### src/rtl/ins_loader_pkg.sv
// ins_loader_pkg : shared state encoding and big-endian byte lane selection
// rev 1.0
`default_nettype none

package ins_loader_pkg;

    typedef enum logic [1:0] {
        ST_IDLE   = 2'd0,
        ST_ACCEPT = 2'd1,
        ST_WRITE  = 2'd2,
        ST_FINISH = 2'd3
    } state_e;

    localparam int BYTES_PER_WORD = 4;

    // Index 0 is the most significant byte; it lands at the lowest address.
    function automatic logic [7:0] byte_select(input logic [31:0] word, input logic [1:0] idx);
        logic [7:0] b;
        case (idx)
            2'd0:    b = word[31:24];
            2'd1:    b = word[23:16];
            2'd2:    b = word[15:8];
            default: b = word[7:0];
        endcase
        return b;
    endfunction

endpackage

`default_nettype wire

### src/rtl/ins_loader.sv
// ins_loader : streams 32-bit words into a byte-wide instruction store, MSB first
// rev 1.0
`default_nettype none

module ins_loader
    import ins_loader_pkg::*;
#(
    parameter int ADDR_W    = 8,
    parameter int MEM_BYTES = 256,
    parameter int BASE_ADDR = 0
) (
    input  logic              clk_i,
    input  logic              rst_i,
    input  logic              start_i,
    input  logic              in_valid_i,
    input  logic [31:0]       in_data_i,
    input  logic              in_last_i,
    output logic              in_ready_o,
    output logic              mem_we_o,
    output logic [ADDR_W-1:0] mem_addr_o,
    output logic [7:0]        mem_wdata_o,
    output logic              busy_o,
    output logic              done_o,
    output logic              overflow_o,
    output logic [ADDR_W-2:0] word_count_o
);

    // One extra bit so the pointer can sit at MEM_BYTES without wrapping.
    localparam logic [ADDR_W:0] C_BASE  = (ADDR_W+1)'(BASE_ADDR);
    localparam logic [ADDR_W:0] C_LIMIT = (ADDR_W+1)'(MEM_BYTES);
    localparam logic [ADDR_W:0] C_STEP  = (ADDR_W+1)'(BYTES_PER_WORD);

    state_e            state_q, state_d;
    logic [ADDR_W:0]   ptr_q, ptr_d;
    logic [31:0]       word_q, word_d;
    logic              last_q, last_d;
    logic [1:0]        idx_q, idx_d;
    logic [ADDR_W-2:0] count_q, count_d;
    logic              done_q, done_d;
    logic              ovf_q, ovf_d;
    logic              we_q, we_d;
    logic [ADDR_W-1:0] addr_q, addr_d;
    logic [7:0]        wdata_q, wdata_d;
    logic [1:0]        idx_nxt;
    logic              room;

    assign idx_nxt = idx_q + 2'd1;
    assign room    = (ptr_q < C_LIMIT);

    always_comb begin
        state_d    = state_q;
        ptr_d      = ptr_q;
        word_d     = word_q;
        last_d     = last_q;
        idx_d      = idx_q;
        count_d    = count_q;
        done_d     = done_q;
        ovf_d      = ovf_q;
        we_d       = 1'b0;
        addr_d     = addr_q;
        wdata_d    = wdata_q;
        in_ready_o = 1'b0;

        case (state_q)
            ST_IDLE, ST_FINISH: begin
                if (start_i) begin
                    ptr_d   = C_BASE;
                    count_d = '0;
                    done_d  = 1'b0;
                    ovf_d   = 1'b0;
                    state_d = ST_ACCEPT;
                end
            end
            ST_ACCEPT: begin
                if (!room) begin
                    ovf_d   = 1'b1;
                    state_d = ST_FINISH;
                end else begin
                    in_ready_o = 1'b1;
                    if (in_valid_i) begin
                        // Byte 0 is registered on the handshake edge so the
                        // first strobe appears the very next cycle.
                        word_d  = in_data_i;
                        last_d  = in_last_i;
                        idx_d   = 2'd0;
                        we_d    = 1'b1;
                        addr_d  = ptr_q[ADDR_W-1:0];
                        wdata_d = byte_select(in_data_i, 2'd0);
                        state_d = ST_WRITE;
                    end
                end
            end
            ST_WRITE: begin
                if (idx_q == 2'd3) begin
                    ptr_d   = ptr_q + C_STEP;
                    count_d = count_q + (ADDR_W-1)'(1);
                    if (last_q) begin
                        done_d  = 1'b1;
                        state_d = ST_FINISH;
                    end else begin
                        state_d = ST_ACCEPT;
                    end
                end else begin
                    idx_d   = idx_nxt;
                    we_d    = 1'b1;
                    addr_d  = ptr_q[ADDR_W-1:0] + ADDR_W'(idx_nxt);
                    wdata_d = byte_select(word_q, idx_nxt);
                end
            end
            default: state_d = ST_IDLE;
        endcase
    end

    always_ff @(posedge clk_i) begin
        if (rst_i) begin
            state_q <= ST_IDLE;
            ptr_q   <= C_BASE;
            word_q  <= '0;
            last_q  <= 1'b0;
            idx_q   <= 2'd0;
            count_q <= '0;
            done_q  <= 1'b0;
            ovf_q   <= 1'b0;
            we_q    <= 1'b0;
            addr_q  <= '0;
            wdata_q <= '0;
        end else begin
            state_q <= state_d;
            ptr_q   <= ptr_d;
            word_q  <= word_d;
            last_q  <= last_d;
            idx_q   <= idx_d;
            count_q <= count_d;
            done_q  <= done_d;
            ovf_q   <= ovf_d;
            we_q    <= we_d;
            addr_q  <= addr_d;
            wdata_q <= wdata_d;
        end
    end

    assign mem_we_o     = we_q;
    assign mem_addr_o   = addr_q;
    assign mem_wdata_o  = wdata_q;
    assign busy_o       = (state_q == ST_ACCEPT) || (state_q == ST_WRITE);
    assign done_o       = done_q;
    assign overflow_o   = ovf_q;
    assign word_count_o = count_q;

endmodule

`default_nettype wire
### config.mk
export PLATFORM = sky130hd
export DESIGN_NAME = ins_loader
export DESIGN_NICKNAME = d
export VERILOG_FILES = /design/src/rtl/ins_loader_pkg.sv /design/src/rtl/ins_loader.sv
export SDC_FILE = /design/constraint.sdc
export NUM_CORES = 1
export LEC_CHECK = 0
export CORE_ASPECT_RATIO = 2
export CORE_UTILIZATION = 35
export CTS_CLUSTER_SIZE = 25
export DETAILED_ROUTE_END_ITERATION = 8
export RECOVER_POWER = 25
export SLEW_MARGIN = 20
export SYNTH_ARGS = -nofsm -noshare
export SYNTH_HDL_FRONTEND = slang
export SYNTH_SLANG_ARGS = --single-unit
export TNS_END_PERCENT = 1
### constraint.sdc
create_clock -name clk_i -period 3.1 [get_ports clk_i]
set_clock_uncertainty 0.15 [all_clocks]
set_input_delay 0.62 -clock clk_i [delete_from_list [all_inputs] [get_ports clk_i]]
set_output_delay 0.62 -clock clk_i [all_outputs]
set_load 0.1 [all_outputs]
==> impl_results.md <==
* Number of primary I/O pins at 65
* First-pass GRT wire length at 14.1 mm
* Routability-driven placement congestion ratio at 0.849
* Mapped cell area at 3150 sq um
* CTS H-tree lvls at 3
* Final non-filler cell total at 551
* Crit path capture: word_q[29]
* Worst Tran Pin Value at 1.53 ns
* Post-synthesis cell type with the largest combined area: dfxtp_1
* Total Routed Length at 8.78 mm
* Share of Yosys cell area claimed by the top area cell type at 44.5%
* Buffer count from post-CTS setup fixing at 0
* Mux share of post-synthesis cell area at 0.318%
* Failing checks: max-capacitance violations, max-slew violations
* Static power due to leakage at 1.41 nW
* Worst hold path startpoint: word_q[20]
* Initial core utilization at 36.4%
* Crit path arrival time at 2.67 ns
* Share of flip-flops with an asynchronous set or reset at 0%
* Number of violations of the max-capacitance limit at 1
* Largest voltage drop on the vdd net at 0.418 mV
* Number of buffers added on ports at 64
* Total routing usage reported by global routing at 19.5%
* Core region area at 8650 sq um
* Synth Area in Simple Gates at 21.0%
* Relative slew margins at -1.98%
* Sinks on the clock net at 70
* Kind of end point of the critical path: flip-flop
* Number of hold violations in the final report at 0
* Primary flip-flop cell chosen by synthesis mapping: dfxtp_1
* Count of placed standard cells including taps at 535
* Post-synthesis adder-cell area fraction at 3.97%
* Number of clock buffers inserted by TritonCTS at 9
* FF+latch count, synth at 70
* Height of the die at 136 microns
* Fraction of final layout cells sized beyond drive strength 1 at 6.87%
* Crit Path Class: input port to flip-flop
* CTS Hold Buffers Added at 0
* Maximum clock frequency at 390 MHz
* Count of antenna diodes in the layout at 0
* Dominant combinational cell family by area after synthesis: compound AO/OA/AOI/OAI gates
* Class of the most critical hold timing path: flip-flop to flip-flop
* Category of the worst setup path launch point: input port
* Share of the clock period used by the worst path after layout at 82.6%
* Maximum clock path buffer count at 2
* Top-count cell post-synth: nand2_1
* Clock Pin Slew Worst Setup and Hold Paths at 0.06 ns
* Clock tree from TritonCTS: done
* Leading post-synthesis cells by instance count: nand2_1 (85), dfxtp_1 (70), a21oi_1 (56)
* Die area at 9400 sq um
* Post-Place Setup Slack at 0.587 ns
* Row Count at 48
* First DRT Iteration DRCs at 138
* Count of different cell masters after synthesis at 46
* Maximum fanout along the worst path at 34
* Syn Nets at 438
* Maximum number of pins on one net before global-route repair at 61
* Power density of the placed cells at 747 nW/um^2
* Final count of negative-setup-slack endpoints at 0
* Accumulated negative setup slack at 0 ns
* Path depth of the worst reg2reg path at 6
* First-pass detailed-route iteration total at 4
* Post-synthesis xor/xnor area fraction at 2.50%
* Vias per cell at 5.31
* Reg-to-Reg Start: state_q[1]
* Final Max Tran Viols at 35
* Die Span X at 69.1 microns
* Worst endpoint required time at 3.21 ns
* Setup repair after global routing missed its margin: no
* Clock latency reported for the late side of the worst-skew pair at 0.33 ns
* Biggest area contributors in the synthesized netlist: dfxtp_1 (45%), nand2_1 (10%), a21oi_1 (8.9%), nor2_1 (4.4%), ha_1 (4.0%)
* Yosys synthesis warning count at 0
* Outcome: finished, violations left
* Post-layout nets at 493
* Clk Tree Root Cell: clkbuf_16
* Vias post-DR at 2926
* Average routed wire per standard cell at 15.9 microns
* Count of flip-flops with a built-in enable after synthesis at 0
* Share of the synthesized area in compound gates (AO/OA/AOI/OAI) at 22.3%
* Post-Synthesis Cells at 391
* Worst Setup Slack, final at 0.538 ns
* # resized after CTS at 0
* Count of antenna-violating nets left after detailed routing at 0
* Worst Hold Slack at 0.305 ns
* Critical Path Start: in_valid_i
* Worst R2R End: word_q[29]
* Area growth from synthesis to final layout at 26.7%
* DRC errors left at 0
* Fraction of the yosys area taken by sequential cells at 44.5%
* Worst R2R Setup Slack at 0.55 ns
* Number of global-route vias before repair at 2917
* Number of antenna violations at the first check in global routing at 0
* Total congestion overflow at 0
* Final HPWL DP at 6.56 mm
* Minimum period implied by the final worst setup slack at 2.56 ns
* Mean post-synth cell area at 8.05 sq um
==> worst min path at each step <==
stage          slack, ns  cells after the start          to
6_report            0.30                      2  word_q[20]
3_3_place_gp        0.29                      2  word_q[24]
5_1_grt             0.33                      2   word_q[6]
4_1_cts             0.31                      2  word_q[20]
2_1_floorplan       0.29                      2  word_q[16]
3_5_place_dp        0.30                      2  word_q[20]
==> where the power goes <==
group	leakage [nW]	internal [mW]	switching [mW]
Combinational	0.681	0.200	0.650
Sequential	0.568	0.987	0.0531
Clock	0.157	0.723	0.367
Total	1.41	1.91	1.07
==> kinds of logic (layout without fill, tap and decap cells) <==
kind of cell / Yosys count / count (layout)
compound gates: 108 / 108
xor+xnor: 9 / 9
fa+ha+maj: 10 / 10
buf+inv: 39 / 99
flops: 70 / 70
mux: 1 / 1
other cells: 1 / 1
simple gates: 153 / 153
==> placed cells by master, fill, tap and decap left out, drive strengths merged, types with 9 or more instances in the layout <==
cell type	instances
buf	10
nor2	37
clkbuf	35
a22oi	10
inv	15
dfxtp	70
o21bai	9
clkdlybuf4s50	35
nand2	85
a21oi	56
ha	10
==> layer usage <==
| layer | vias up | wire [microns] | track usage, % |
|---|---|---|---|
| li1 | 1456 | - | - |
| met1 | 1389 | 3230 | 18.7 |
| met3 | 18 | 362 | 5.78 |
| met2 | 63 | 4940 | 37.5 |
| met5 | - | 0 | 0 |
| met4 | 0 | 254 | 8.84 |
==> sequential cells by signal, indices dropped and copies added, names as in the netlist <==
register      cells
word_q           32
mem_addr_o        8
mem_wdata_o       8
ptr_q             7
word_count_o      7
idx_q             2
state_q           2
done_o            1
last_q            1
mem_we_o          1
overflow_o        1
==> critical path, cell delays in order <==
cell and delay, ns:
clkdlybuf4s50_1 0.47, nand3b_1 0.13, clkbuf_1 1.12, nand2_1 0.15, a21oi_1 0.18
==> layout make-up <==
cell class | count | area [sq um]
multi-input combinational | 282 | 1580
tap | 100 | 125
clock inverter | 4 | 70.1
clock buffer | 12 | 246
sequential | 70 | 1400
inverter | 15 | 56.3
fill | 895 | 4660
timing repair buffer | 68 | 509
==> through the flow <==
step                util [%]  total power, mW  cell area [sq um]
finish                  46.1             2.98               3990
global route            46.1             3.11               3990
CTS                     47.1             3.03               4080
detailed placement      43.5             1.95               3760
global placement        43.5             1.93               3760
floorplan                  -             1.73               3150
No activity file was read; power rests on OpenSTA's default activity.
